File: src/rtl/axi4_pkg.sv
// Shared types for the AXI4 interconnect: bus widths, decode targets,
// response codes and the crossbar FSM state encodings.
package axi4_pkg;
   localparam int ADDR_W = 32;
   localparam int DATA_W = 32;
   localparam int ID_W   = 4;

   localparam logic [1:0] T_S0  = 2'd0;
   localparam logic [1:0] T_S1  = 2'd1;
   localparam logic [1:0] T_ERR = 2'd2;

   localparam logic [1:0] RESP_OKAY   = 2'b00;
   localparam logic [1:0] RESP_DECERR = 2'b11;

   typedef enum logic [1:0] {R_IDLE, R_ADDR, R_DATA, R_ERR} rd_state_e;
   typedef enum logic [2:0] {W_IDLE, W_XFER, W_RESP, W_ERR, W_ERRB} wr_state_e;
endpackage

File: src/rtl/axi4_interface.sv
// AXI4 bundle (32-bit addr/data, 4-bit id) with master and slave views.
interface axi4_interface;
   import axi4_pkg::*;

   logic [ID_W-1:0]     awid;
   logic [ADDR_W-1:0]   awaddr;
   logic [7:0]          awlen;
   logic [2:0]          awsize;
   logic [1:0]          awburst;
   logic                awvalid, awready;
   logic [DATA_W-1:0]   wdata;
   logic [DATA_W/8-1:0] wstrb;
   logic                wlast, wvalid, wready;
   logic [ID_W-1:0]     bid;
   logic [1:0]          bresp;
   logic                bvalid, bready;
   logic [ID_W-1:0]     arid;
   logic [ADDR_W-1:0]   araddr;
   logic [7:0]          arlen;
   logic [2:0]          arsize;
   logic [1:0]          arburst;
   logic                arvalid, arready;
   logic [ID_W-1:0]     rid;
   logic [DATA_W-1:0]   rdata;
   logic [1:0]          rresp;
   logic                rlast, rvalid, rready;

   modport master (
      output awid, awaddr, awlen, awsize, awburst, awvalid, input awready,
      output wdata, wstrb, wlast, wvalid, input wready,
      input bid, bresp, bvalid, output bready,
      output arid, araddr, arlen, arsize, arburst, arvalid, input arready,
      input rid, rdata, rresp, rlast, rvalid, output rready
   );

   modport slave (
      input awid, awaddr, awlen, awsize, awburst, awvalid, output awready,
      input wdata, wstrb, wlast, wvalid, output wready,
      output bid, bresp, bvalid, input bready,
      input arid, araddr, arlen, arsize, arburst, arvalid, output arready,
      output rid, rdata, rresp, rlast, rvalid, input rready
   );
endinterface

File: src/rtl/axi4_addr_decode.sv
// Address decoder: memory window first, then peripheral window, else DECERR.
module axi4_addr_decode
   import axi4_pkg::*;
#(
   parameter logic [31:0] S0_BASE = 32'h8000_0000,
   parameter logic [31:0] S0_MASK = 32'hF800_0000,
   parameter logic [31:0] S1_BASE = 32'h1000_0000,
   parameter logic [31:0] S1_MASK = 32'hFFFF_F000
) (
   input  logic [31:0] addr,
   output logic [1:0]  target
);
   always_comb begin
      if ((addr & S0_MASK) == S0_BASE)      target = T_S0;
      else if ((addr & S1_MASK) == S1_BASE) target = T_S1;
      else                                  target = T_ERR;
   end
endmodule

File: src/rtl/axi4_xbar.sv
// 1-to-2 AXI4 crossbar: independent read and write FSMs route each burst to
// memory (s0) or peripherals (s1); unmapped addresses get a local DECERR.
module axi4_xbar
   import axi4_pkg::*;
#(
   parameter logic [31:0] S0_BASE = 32'h8000_0000,
   parameter logic [31:0] S0_MASK = 32'hF800_0000,
   parameter logic [31:0] S1_BASE = 32'h1000_0000,
   parameter logic [31:0] S1_MASK = 32'hFFFF_F000
) (
   input  logic          clk,
   input  logic          rst,
   axi4_interface.slave  m,
   axi4_interface.master s0,
   axi4_interface.master s1
);
   rd_state_e       r_state, r_nxt;
   wr_state_e       w_state, w_nxt;
   logic [1:0]      ar_tgt, aw_tgt, r_tgt, w_tgt;
   logic [ID_W-1:0] r_id, w_id;
   logic [7:0]      r_len, r_cnt;
   logic            r_ar_ok, aw_done, w_done, aw_hs, wl_hs;
   logic            sel_arready, sel_rvalid, sel_rlast, sel_awready, sel_wready, sel_bvalid;

   axi4_addr_decode #(.S0_BASE(S0_BASE), .S0_MASK(S0_MASK), .S1_BASE(S1_BASE), .S1_MASK(S1_MASK))
      u_ar_dec (.addr(m.araddr), .target(ar_tgt));
   axi4_addr_decode #(.S0_BASE(S0_BASE), .S0_MASK(S0_MASK), .S1_BASE(S1_BASE), .S1_MASK(S1_MASK))
      u_aw_dec (.addr(m.awaddr), .target(aw_tgt));

   assign sel_arready = (r_tgt == T_S1) ? s1.arready : s0.arready;
   assign sel_rvalid  = (r_tgt == T_S1) ? s1.rvalid  : s0.rvalid;
   assign sel_rlast   = (r_tgt == T_S1) ? s1.rlast   : s0.rlast;
   assign sel_awready = (w_tgt == T_S1) ? s1.awready : s0.awready;
   assign sel_wready  = (w_tgt == T_S1) ? s1.wready  : s0.wready;
   assign sel_bvalid  = (w_tgt == T_S1) ? s1.bvalid  : s0.bvalid;

   // ---------------- read channel ----------------
   always_ff @(posedge clk) begin
      if (rst) begin
         r_state <= R_IDLE; r_tgt <= T_S0; r_id <= '0; r_len <= '0; r_cnt <= '0; r_ar_ok <= 1'b0;
      end else begin
         r_state <= r_nxt;
         if (r_state == R_IDLE) begin
            if (m.arvalid) begin r_tgt <= ar_tgt; r_id <= m.arid; r_len <= m.arlen; end
            r_cnt   <= '0;
            r_ar_ok <= 1'b0;
         end else if (r_state == R_ERR) begin
            if (!r_ar_ok)     r_ar_ok <= m.arvalid;
            else if (m.rready) r_cnt  <= r_cnt + 8'd1;
         end
      end
   end

   always_comb begin
      r_nxt = r_state;
      m.arready = 1'b0;
      m.rvalid = 1'b0; m.rid = '0; m.rdata = '0; m.rresp = '0; m.rlast = 1'b0;
      s0.arvalid = 1'b0; s0.arid = '0; s0.araddr = '0; s0.arlen = '0; s0.arsize = '0; s0.arburst = '0;
      s1.arvalid = 1'b0; s1.arid = '0; s1.araddr = '0; s1.arlen = '0; s1.arsize = '0; s1.arburst = '0;
      s0.rready = 1'b0; s1.rready = 1'b0;
      case (r_state)
         R_IDLE: if (m.arvalid) r_nxt = (ar_tgt == T_ERR) ? R_ERR : R_ADDR;
         R_ADDR: begin
            if (r_tgt == T_S1) begin
               s1.arvalid = m.arvalid; s1.arid = m.arid; s1.araddr = m.araddr;
               s1.arlen = m.arlen; s1.arsize = m.arsize; s1.arburst = m.arburst;
            end else begin
               s0.arvalid = m.arvalid; s0.arid = m.arid; s0.araddr = m.araddr;
               s0.arlen = m.arlen; s0.arsize = m.arsize; s0.arburst = m.arburst;
            end
            m.arready = sel_arready;
            if (m.arvalid && sel_arready) r_nxt = R_DATA;
         end
         R_DATA: begin
            if (r_tgt == T_S1) begin
               m.rvalid = s1.rvalid; m.rid = s1.rid; m.rdata = s1.rdata; m.rresp = s1.rresp; m.rlast = s1.rlast;
               s1.rready = m.rready;
            end else begin
               m.rvalid = s0.rvalid; m.rid = s0.rid; m.rdata = s0.rdata; m.rresp = s0.rresp; m.rlast = s0.rlast;
               s0.rready = m.rready;
            end
            if (sel_rvalid && m.rready && sel_rlast) r_nxt = R_IDLE;
         end
         R_ERR: begin
            // One cycle of arready swallows the address, then the error beats follow.
            if (!r_ar_ok) begin
               m.arready = 1'b1;
            end else begin
               m.rvalid = 1'b1; m.rid = r_id; m.rresp = RESP_DECERR; m.rlast = (r_cnt == r_len);
               if (m.rready && (r_cnt == r_len)) r_nxt = R_IDLE;
            end
         end
         default: r_nxt = R_IDLE;
      endcase
   end

   // ---------------- write channel ----------------
   always_ff @(posedge clk) begin
      if (rst) begin
         w_state <= W_IDLE; w_tgt <= T_S0; w_id <= '0; aw_done <= 1'b0; w_done <= 1'b0;
      end else begin
         w_state <= w_nxt;
         if (w_state == W_IDLE) begin
            if (m.awvalid) begin w_tgt <= aw_tgt; w_id <= m.awid; end
            aw_done <= 1'b0;
            w_done  <= 1'b0;
         end else begin
            if (aw_hs) aw_done <= 1'b1;
            if (wl_hs) w_done  <= 1'b1;
         end
      end
   end

   always_comb begin
      w_nxt = w_state; aw_hs = 1'b0; wl_hs = 1'b0;
      m.awready = 1'b0; m.wready = 1'b0; m.bvalid = 1'b0; m.bid = '0; m.bresp = '0;
      s0.awvalid = 1'b0; s0.awid = '0; s0.awaddr = '0; s0.awlen = '0; s0.awsize = '0; s0.awburst = '0;
      s1.awvalid = 1'b0; s1.awid = '0; s1.awaddr = '0; s1.awlen = '0; s1.awsize = '0; s1.awburst = '0;
      s0.wvalid = 1'b0; s0.wdata = '0; s0.wstrb = '0; s0.wlast = 1'b0; s0.bready = 1'b0;
      s1.wvalid = 1'b0; s1.wdata = '0; s1.wstrb = '0; s1.wlast = 1'b0; s1.bready = 1'b0;
      case (w_state)
         W_IDLE: if (m.awvalid) w_nxt = (aw_tgt == T_ERR) ? W_ERR : W_XFER;
         W_XFER: begin
            // AW and the last W may finish in any order; each is masked once done.
            if (w_tgt == T_S1) begin
               s1.awvalid = m.awvalid & ~aw_done; s1.awid = m.awid; s1.awaddr = m.awaddr;
               s1.awlen = m.awlen; s1.awsize = m.awsize; s1.awburst = m.awburst;
               s1.wvalid = m.wvalid & ~w_done; s1.wdata = m.wdata; s1.wstrb = m.wstrb; s1.wlast = m.wlast;
            end else begin
               s0.awvalid = m.awvalid & ~aw_done; s0.awid = m.awid; s0.awaddr = m.awaddr;
               s0.awlen = m.awlen; s0.awsize = m.awsize; s0.awburst = m.awburst;
               s0.wvalid = m.wvalid & ~w_done; s0.wdata = m.wdata; s0.wstrb = m.wstrb; s0.wlast = m.wlast;
            end
            m.awready = sel_awready & ~aw_done;
            m.wready  = sel_wready & ~w_done;
            aw_hs = m.awvalid & sel_awready & ~aw_done;
            wl_hs = m.wvalid & sel_wready & m.wlast & ~w_done;
            if ((aw_done || aw_hs) && (w_done || wl_hs)) w_nxt = W_RESP;
         end
         W_RESP: begin
            if (w_tgt == T_S1) begin
               m.bvalid = s1.bvalid; m.bid = s1.bid; m.bresp = s1.bresp; s1.bready = m.bready;
            end else begin
               m.bvalid = s0.bvalid; m.bid = s0.bid; m.bresp = s0.bresp; s0.bready = m.bready;
            end
            if (sel_bvalid && m.bready) w_nxt = W_IDLE;
         end
         W_ERR: begin
            m.awready = ~aw_done;
            m.wready  = ~w_done;
            aw_hs = m.awvalid & ~aw_done;
            wl_hs = m.wvalid & m.wlast & ~w_done;
            if ((aw_done || aw_hs) && (w_done || wl_hs)) w_nxt = W_ERRB;
         end
         W_ERRB: begin
            m.bvalid = 1'b1; m.bid = w_id; m.bresp = RESP_DECERR;
            if (m.bready) w_nxt = W_IDLE;
         end
         default: w_nxt = W_IDLE;
      endcase
   end
endmodule

File: src/flat_wrapper.sv
// flat-port wrapper written by rule: the top's interface ports become plain ports
module axi4_xbar_flat import axi4_pkg::*;
#(
   parameter logic [31:0] S0_BASE = 32'h8000_0000,
   parameter logic [31:0] S0_MASK = 32'hF800_0000,
   parameter logic [31:0] S1_BASE = 32'h1000_0000,
   parameter logic [31:0] S1_MASK = 32'hFFFF_F000
)
  (clk, rst, m_awid, m_awaddr, m_awlen, m_awsize, m_awburst, m_awvalid, m_awready, m_wdata, m_wstrb, m_wlast, m_wvalid, m_wready, m_bid, m_bresp, m_bvalid, m_bready, m_arid, m_araddr, m_arlen, m_arsize, m_arburst, m_arvalid, m_arready, m_rid, m_rdata, m_rresp, m_rlast, m_rvalid, m_rready, s0_awid, s0_awaddr, s0_awlen, s0_awsize, s0_awburst, s0_awvalid, s0_awready, s0_wdata, s0_wstrb, s0_wlast, s0_wvalid, s0_wready, s0_bid, s0_bresp, s0_bvalid, s0_bready, s0_arid, s0_araddr, s0_arlen, s0_arsize, s0_arburst, s0_arvalid, s0_arready, s0_rid, s0_rdata, s0_rresp, s0_rlast, s0_rvalid, s0_rready, s1_awid, s1_awaddr, s1_awlen, s1_awsize, s1_awburst, s1_awvalid, s1_awready, s1_wdata, s1_wstrb, s1_wlast, s1_wvalid, s1_wready, s1_bid, s1_bresp, s1_bvalid, s1_bready, s1_arid, s1_araddr, s1_arlen, s1_arsize, s1_arburst, s1_arvalid, s1_arready, s1_rid, s1_rdata, s1_rresp, s1_rlast, s1_rvalid, s1_rready);
  axi4_interface m_i ();
  axi4_interface s0_i ();
  axi4_interface s1_i ();
  input  logic clk;
  input  logic rst;
  input wire logic [$bits(m_i.awid)-1:0] m_awid;
  input wire logic [$bits(m_i.awaddr)-1:0] m_awaddr;
  input wire logic [$bits(m_i.awlen)-1:0] m_awlen;
  input wire logic [$bits(m_i.awsize)-1:0] m_awsize;
  input wire logic [$bits(m_i.awburst)-1:0] m_awburst;
  input wire logic [$bits(m_i.awvalid)-1:0] m_awvalid;
  output wire logic [$bits(m_i.awready)-1:0] m_awready;
  input wire logic [$bits(m_i.wdata)-1:0] m_wdata;
  input wire logic [$bits(m_i.wstrb)-1:0] m_wstrb;
  input wire logic [$bits(m_i.wlast)-1:0] m_wlast;
  input wire logic [$bits(m_i.wvalid)-1:0] m_wvalid;
  output wire logic [$bits(m_i.wready)-1:0] m_wready;
  output wire logic [$bits(m_i.bid)-1:0] m_bid;
  output wire logic [$bits(m_i.bresp)-1:0] m_bresp;
  output wire logic [$bits(m_i.bvalid)-1:0] m_bvalid;
  input wire logic [$bits(m_i.bready)-1:0] m_bready;
  input wire logic [$bits(m_i.arid)-1:0] m_arid;
  input wire logic [$bits(m_i.araddr)-1:0] m_araddr;
  input wire logic [$bits(m_i.arlen)-1:0] m_arlen;
  input wire logic [$bits(m_i.arsize)-1:0] m_arsize;
  input wire logic [$bits(m_i.arburst)-1:0] m_arburst;
  input wire logic [$bits(m_i.arvalid)-1:0] m_arvalid;
  output wire logic [$bits(m_i.arready)-1:0] m_arready;
  output wire logic [$bits(m_i.rid)-1:0] m_rid;
  output wire logic [$bits(m_i.rdata)-1:0] m_rdata;
  output wire logic [$bits(m_i.rresp)-1:0] m_rresp;
  output wire logic [$bits(m_i.rlast)-1:0] m_rlast;
  output wire logic [$bits(m_i.rvalid)-1:0] m_rvalid;
  input wire logic [$bits(m_i.rready)-1:0] m_rready;
  output wire logic [$bits(s0_i.awid)-1:0] s0_awid;
  output wire logic [$bits(s0_i.awaddr)-1:0] s0_awaddr;
  output wire logic [$bits(s0_i.awlen)-1:0] s0_awlen;
  output wire logic [$bits(s0_i.awsize)-1:0] s0_awsize;
  output wire logic [$bits(s0_i.awburst)-1:0] s0_awburst;
  output wire logic [$bits(s0_i.awvalid)-1:0] s0_awvalid;
  input wire logic [$bits(s0_i.awready)-1:0] s0_awready;
  output wire logic [$bits(s0_i.wdata)-1:0] s0_wdata;
  output wire logic [$bits(s0_i.wstrb)-1:0] s0_wstrb;
  output wire logic [$bits(s0_i.wlast)-1:0] s0_wlast;
  output wire logic [$bits(s0_i.wvalid)-1:0] s0_wvalid;
  input wire logic [$bits(s0_i.wready)-1:0] s0_wready;
  input wire logic [$bits(s0_i.bid)-1:0] s0_bid;
  input wire logic [$bits(s0_i.bresp)-1:0] s0_bresp;
  input wire logic [$bits(s0_i.bvalid)-1:0] s0_bvalid;
  output wire logic [$bits(s0_i.bready)-1:0] s0_bready;
  output wire logic [$bits(s0_i.arid)-1:0] s0_arid;
  output wire logic [$bits(s0_i.araddr)-1:0] s0_araddr;
  output wire logic [$bits(s0_i.arlen)-1:0] s0_arlen;
  output wire logic [$bits(s0_i.arsize)-1:0] s0_arsize;
  output wire logic [$bits(s0_i.arburst)-1:0] s0_arburst;
  output wire logic [$bits(s0_i.arvalid)-1:0] s0_arvalid;
  input wire logic [$bits(s0_i.arready)-1:0] s0_arready;
  input wire logic [$bits(s0_i.rid)-1:0] s0_rid;
  input wire logic [$bits(s0_i.rdata)-1:0] s0_rdata;
  input wire logic [$bits(s0_i.rresp)-1:0] s0_rresp;
  input wire logic [$bits(s0_i.rlast)-1:0] s0_rlast;
  input wire logic [$bits(s0_i.rvalid)-1:0] s0_rvalid;
  output wire logic [$bits(s0_i.rready)-1:0] s0_rready;
  output wire logic [$bits(s1_i.awid)-1:0] s1_awid;
  output wire logic [$bits(s1_i.awaddr)-1:0] s1_awaddr;
  output wire logic [$bits(s1_i.awlen)-1:0] s1_awlen;
  output wire logic [$bits(s1_i.awsize)-1:0] s1_awsize;
  output wire logic [$bits(s1_i.awburst)-1:0] s1_awburst;
  output wire logic [$bits(s1_i.awvalid)-1:0] s1_awvalid;
  input wire logic [$bits(s1_i.awready)-1:0] s1_awready;
  output wire logic [$bits(s1_i.wdata)-1:0] s1_wdata;
  output wire logic [$bits(s1_i.wstrb)-1:0] s1_wstrb;
  output wire logic [$bits(s1_i.wlast)-1:0] s1_wlast;
  output wire logic [$bits(s1_i.wvalid)-1:0] s1_wvalid;
  input wire logic [$bits(s1_i.wready)-1:0] s1_wready;
  input wire logic [$bits(s1_i.bid)-1:0] s1_bid;
  input wire logic [$bits(s1_i.bresp)-1:0] s1_bresp;
  input wire logic [$bits(s1_i.bvalid)-1:0] s1_bvalid;
  output wire logic [$bits(s1_i.bready)-1:0] s1_bready;
  output wire logic [$bits(s1_i.arid)-1:0] s1_arid;
  output wire logic [$bits(s1_i.araddr)-1:0] s1_araddr;
  output wire logic [$bits(s1_i.arlen)-1:0] s1_arlen;
  output wire logic [$bits(s1_i.arsize)-1:0] s1_arsize;
  output wire logic [$bits(s1_i.arburst)-1:0] s1_arburst;
  output wire logic [$bits(s1_i.arvalid)-1:0] s1_arvalid;
  input wire logic [$bits(s1_i.arready)-1:0] s1_arready;
  input wire logic [$bits(s1_i.rid)-1:0] s1_rid;
  input wire logic [$bits(s1_i.rdata)-1:0] s1_rdata;
  input wire logic [$bits(s1_i.rresp)-1:0] s1_rresp;
  input wire logic [$bits(s1_i.rlast)-1:0] s1_rlast;
  input wire logic [$bits(s1_i.rvalid)-1:0] s1_rvalid;
  output wire logic [$bits(s1_i.rready)-1:0] s1_rready;
  assign m_i.awid = m_awid;
  assign m_i.awaddr = m_awaddr;
  assign m_i.awlen = m_awlen;
  assign m_i.awsize = m_awsize;
  assign m_i.awburst = m_awburst;
  assign m_i.awvalid = m_awvalid;
  assign m_awready = m_i.awready;
  assign m_i.wdata = m_wdata;
  assign m_i.wstrb = m_wstrb;
  assign m_i.wlast = m_wlast;
  assign m_i.wvalid = m_wvalid;
  assign m_wready = m_i.wready;
  assign m_bid = m_i.bid;
  assign m_bresp = m_i.bresp;
  assign m_bvalid = m_i.bvalid;
  assign m_i.bready = m_bready;
  assign m_i.arid = m_arid;
  assign m_i.araddr = m_araddr;
  assign m_i.arlen = m_arlen;
  assign m_i.arsize = m_arsize;
  assign m_i.arburst = m_arburst;
  assign m_i.arvalid = m_arvalid;
  assign m_arready = m_i.arready;
  assign m_rid = m_i.rid;
  assign m_rdata = m_i.rdata;
  assign m_rresp = m_i.rresp;
  assign m_rlast = m_i.rlast;
  assign m_rvalid = m_i.rvalid;
  assign m_i.rready = m_rready;
  assign s0_awid = s0_i.awid;
  assign s0_awaddr = s0_i.awaddr;
  assign s0_awlen = s0_i.awlen;
  assign s0_awsize = s0_i.awsize;
  assign s0_awburst = s0_i.awburst;
  assign s0_awvalid = s0_i.awvalid;
  assign s0_i.awready = s0_awready;
  assign s0_wdata = s0_i.wdata;
  assign s0_wstrb = s0_i.wstrb;
  assign s0_wlast = s0_i.wlast;
  assign s0_wvalid = s0_i.wvalid;
  assign s0_i.wready = s0_wready;
  assign s0_i.bid = s0_bid;
  assign s0_i.bresp = s0_bresp;
  assign s0_i.bvalid = s0_bvalid;
  assign s0_bready = s0_i.bready;
  assign s0_arid = s0_i.arid;
  assign s0_araddr = s0_i.araddr;
  assign s0_arlen = s0_i.arlen;
  assign s0_arsize = s0_i.arsize;
  assign s0_arburst = s0_i.arburst;
  assign s0_arvalid = s0_i.arvalid;
  assign s0_i.arready = s0_arready;
  assign s0_i.rid = s0_rid;
  assign s0_i.rdata = s0_rdata;
  assign s0_i.rresp = s0_rresp;
  assign s0_i.rlast = s0_rlast;
  assign s0_i.rvalid = s0_rvalid;
  assign s0_rready = s0_i.rready;
  assign s1_awid = s1_i.awid;
  assign s1_awaddr = s1_i.awaddr;
  assign s1_awlen = s1_i.awlen;
  assign s1_awsize = s1_i.awsize;
  assign s1_awburst = s1_i.awburst;
  assign s1_awvalid = s1_i.awvalid;
  assign s1_i.awready = s1_awready;
  assign s1_wdata = s1_i.wdata;
  assign s1_wstrb = s1_i.wstrb;
  assign s1_wlast = s1_i.wlast;
  assign s1_wvalid = s1_i.wvalid;
  assign s1_i.wready = s1_wready;
  assign s1_i.bid = s1_bid;
  assign s1_i.bresp = s1_bresp;
  assign s1_i.bvalid = s1_bvalid;
  assign s1_bready = s1_i.bready;
  assign s1_arid = s1_i.arid;
  assign s1_araddr = s1_i.araddr;
  assign s1_arlen = s1_i.arlen;
  assign s1_arsize = s1_i.arsize;
  assign s1_arburst = s1_i.arburst;
  assign s1_arvalid = s1_i.arvalid;
  assign s1_i.arready = s1_arready;
  assign s1_i.rid = s1_rid;
  assign s1_i.rdata = s1_rdata;
  assign s1_i.rresp = s1_rresp;
  assign s1_i.rlast = s1_rlast;
  assign s1_i.rvalid = s1_rvalid;
  assign s1_rready = s1_i.rready;
  axi4_xbar #(.S0_BASE(S0_BASE), .S0_MASK(S0_MASK), .S1_BASE(S1_BASE), .S1_MASK(S1_MASK)) u_core (.clk(clk), .rst(rst), .m(m_i), .s0(s0_i), .s1(s1_i));
endmodule
File: config.mk
export PLATFORM = sky130hd
export DESIGN_NAME = axi4_xbar_flat
export DESIGN_NICKNAME = d
export VERILOG_FILES = /design/src/rtl/axi4_pkg.sv /design/src/rtl/axi4_interface.sv /design/src/rtl/axi4_addr_decode.sv /design/src/rtl/axi4_xbar.sv /design/src/flat_wrapper.sv
export SDC_FILE = /design/constraint.sdc
export NUM_CORES = 1
export LEC_CHECK = 0
export CORE_AREA = 2 2 225 227
export CTS_CLUSTER_DIAMETER = 100
export DETAILED_ROUTE_END_ITERATION = 10
export DIE_AREA = 0 0 227 229
export PLACE_DENSITY = 0.36
export SYNTH_ARGS = -nofsm -noshare
export SYNTH_HDL_FRONTEND = slang
export SYNTH_HIERARCHICAL = 1
export SYNTH_SLANG_ARGS = --single-unit
File: constraint.sdc
create_clock -name clk -period 2.4 [get_ports clk]
set_input_delay 0.36 -clock clk [delete_from_list [all_inputs] [get_ports clk]]
set_output_delay 0.36 -clock clk [all_outputs]
set_load 0.02 [all_outputs]
==> flow_summary_export.csv <==
group,metric,value,unit
global_route,grt_overflow,0,
global_route,first_global_vias,7181,
yosys,avgSynthCellArea,6.28,sq um
yosys,yosys_register_bits,36,
yosys,yosys.area.top_type,"and3_1",
yosys,ys_top_cells_by_count,"175 x and3_1, 126 x nand2_1, 100 x and2_1",
timing,max_freq,430,MHz
floorplan,fp.dieW,227,um
placed_design,gp_congestion,0.869,
routing,drtIter0Drc,289,
floorplan,rows,82,
worst_setup_path,crit_buf_inv,3,
run,maxCapViolations,0,
global_route,antenna_found_initial,2,
clock_network,cts_buffer_depth,2,
yosys,ys.flop_type,"dfxtp_1",
worst_setup_path,critPathKind,"reg2out",
routing,avgRoutedWirePerCell,17.7,um
worst_setup_path,arrival,1970,ps
worst_setup_path,cp_max_fo,24,
pwr,power_density,352,nW/um^2
clock_network,cts_tree,"yes",
placed_design,port-buffer-count,571,
worst_setup_path,cp_top_family,"buffers and inverters",
yosys,netlist_instances,730,
yosys,synth_most_common_cell,"and3_1",
timing,grt_setup_unrepaired,"no",
finish,n_fill_cell,5646,
clock_network,cts_hold_buf,0,
yosys,synth.distinct_cells,45,
global_route,grtUsageTotal,0.125,
worst_hold_path,hp-class,"reg2reg",
timing,setup_viol,0,
yosys,ys_warn_count,6,
clock_network,path_clk_slew,60,ps
worst_setup_path,max_stage_delay,360,ps
placed_design,placedCellCount,1950,
routing,viasPerCell,3.65,
yosys,ys_top_cells_by_area,"and3_1 24%, dfxtp_1 16%, and2_1 14%",
floorplan,start_util,0.0924,
finish,nets,1538,
clock_network,ctsHtreeMaxLevel,2,
clock_network,clock-sinks,36,
routing,ant_nets,0,
timing,slew_viol_final,0,
timing,tightestPinTransition,517,ps
routing,firstDrtPassIters,4,
global_route,grt_pass1_wl,49.0,mm
worst_setup_path,cp-start-kind,"register",
yosys,synth_edf_count,0,
yosys,syn-num-nets,973,
yosys,yosysSeqAreaShare,0.157,
floorplan,dieArea,52000,sq um
run_status,status,"finished, final reports clean",
placed_design,dp.final_hpwl,28.5,mm
timing,timing.final.crit_period,2330,ps
worst_setup_path,required,2040,ps
finish,drive_gt1_frac,0.0856,
pwr,totalPowerFinal,0.00401,W
routing,vias,7195,
floorplan,core_region_area,49700,sq um
clock_network,numCtsBuffers,5,
timing,finalHoldViolCount,0,
worst_setup_path,crit_chain,"nand2b_2 -> nor2_4 -> buf_4 -> bufbuf_16 -> and2_1 -> dlygate4sd2_1",
finish,area_delta_synth_final,149,%
floorplan,io_pins,572,
floorplan,die_y,229,um
routing,drcViolationCount,0,
worst_setup_path,crit_path_top_delay_cell,"dfxtp_1",
timing,slew_headroom,0.655,
yosys,yosysTopAreaCellShare,0.239,
timing,skew,3.55,ps
pwr,peakVddDrop,0.224,mV
clock_network,root_buffer,"clkbuf_16",
global_route,grt_start_max_net_pins,53,
timing,period_share,0.970,
yosys,ys_async_sr_fraction,0,
pwr,leakagePower,6.66,nW
worst_setup_path,end_kind,"output port",
routing,routed_wl,34.8,mm
yosys,synth_area,4590,sq um
clock_network,clock_latency,290,ps
finish,final_cells,1971,
[placed cells by master (no fill, tap or decap), drive strengths merged, types with 4 or more instances in the layout]
cell type,synthesis,routed
a21oi,63,63
and2,101,101
and3,175,175
buf,20,59
clkbuf,55,36
clkdlybuf4s15,0,21
clkdlybuf4s50,0,247
dfxtp,36,36
dlygate4sd2,0,230
dlymetal6s2s,0,45
inv,4,4
mux2i,15,15
nand2,126,126
nand2b,8,8
nand3,9,9
nand4,5,5
nor2,26,26
nor2b,6,6
nor3,7,7
nor4,5,5
nor4b,4,4
o21a,5,5
o21ai,18,18
xnor2,8,8
xor2,6,6
[through the flow]
step	setup slack, ps	hold slack [ps]	utilization	setup TNS (ps)	cell area, sq um
after CTS	1.75	458	0.227	0	11300
after global routing	0.529	481	0.230	0	11400
after floorplan	510	437	-	0	4590
final	72.2	455	0.230	0	11400
after detailed placement	-32.7	449	0.229	-32.7	11400
after global placement	-25.5	448	0.229	-25.5	11400
[cells by family after synthesis]
logic type | Yosys count | share of synthesized area
xor+xnor | 14 | 0.0267
flops | 36 | 0.157
mux | 17 | 0.0393
simple gates | 485 | 0.580
buf+inv | 79 | 0.0777
compound gates | 98 | 0.116
fa+ha+maj | 1 | 0.00273
[power breakdown]
part           switching [W]  total [W]  leakage (nW)  internal, W
clock network       0.000278   0.000666        0.0681     0.000388
registers          0.0000422   0.000688         0.294     0.000646
logic                0.00142    0.00266          6.30      0.00124
[path summary, 6_finish.rpt]
path | endpoint | startpoint | cells past startpoint | slack, ps
worst max-delay path | s0_araddr[3] | u_core/r_state[1]$_SDFFE_PP0P_ | 6 | 70
worst min-delay path | u_core/w_id[0]$_SDFFE_PP0P_ | u_core/w_id[0]$_SDFFE_PP0P_ | 2 | 450
worst max register to register | u_core/w_state[1]$_SDFFE_PP0P_ | u_core/w_tgt[1]$_SDFFE_PP0P_ | 5 | 690
worst min register to register | u_core/w_id[0]$_SDFFE_PP0P_ | u_core/w_id[0]$_SDFFE_PP0P_ | 2 | 450
[what timing repair did]
action,in CTS,in global routing
buffers inserted,1,5
endpoints found under the setup margin,297,98
cloned,2,2
resized for setup,292,117
[per-layer routing]
layer / global-route usage / wire length (um) / vias up
li1: - / - / 3631
met2: 0.233 / 18400 / 220
met4: 0.0263 / 507 / 2
met5: 0 / 13 / -
met1: 0.148 / 13800 / 3319
met3: 0.0239 / 2020 / 23
[registers in the layout, indices dropped and copies added, names as in the netlist]
register        count
u_core/r_cnt        8
u_core/r_len        8
u_core/r_id         4
u_core/w_id         4
u_core/w_state      3
u_core/r_state      2
u_core/r_tgt        2
u_core/w_tgt        2
u_core/aw_done      1
u_core/r_ar_ok      1
u_core/w_done       1
[final cells by class]
class	count	area, sq um	share of cell area
Sequential cell	36	722	0.0632
Tap cell	672	841	0.0737
Inverter	4	15.0	0.00132
Clock inverter	1	8.76	0.000767
Clock buffer	7	133	0.0116
Timing Repair Buffer	633	6120	0.536
Multi-Input combinational cell	615	3560	0.312
Antenna cell	3	7.51	0.000658
[worst register-to-register path: stages, from the launching register on]
cell	delay (ps)
dfxtp_1	390
nand2b_4	230
buf_4	140
mux2i_1	410
o21ai_0	210
a41o_1	230
No activity file was read; power rests on OpenSTA's default activity.
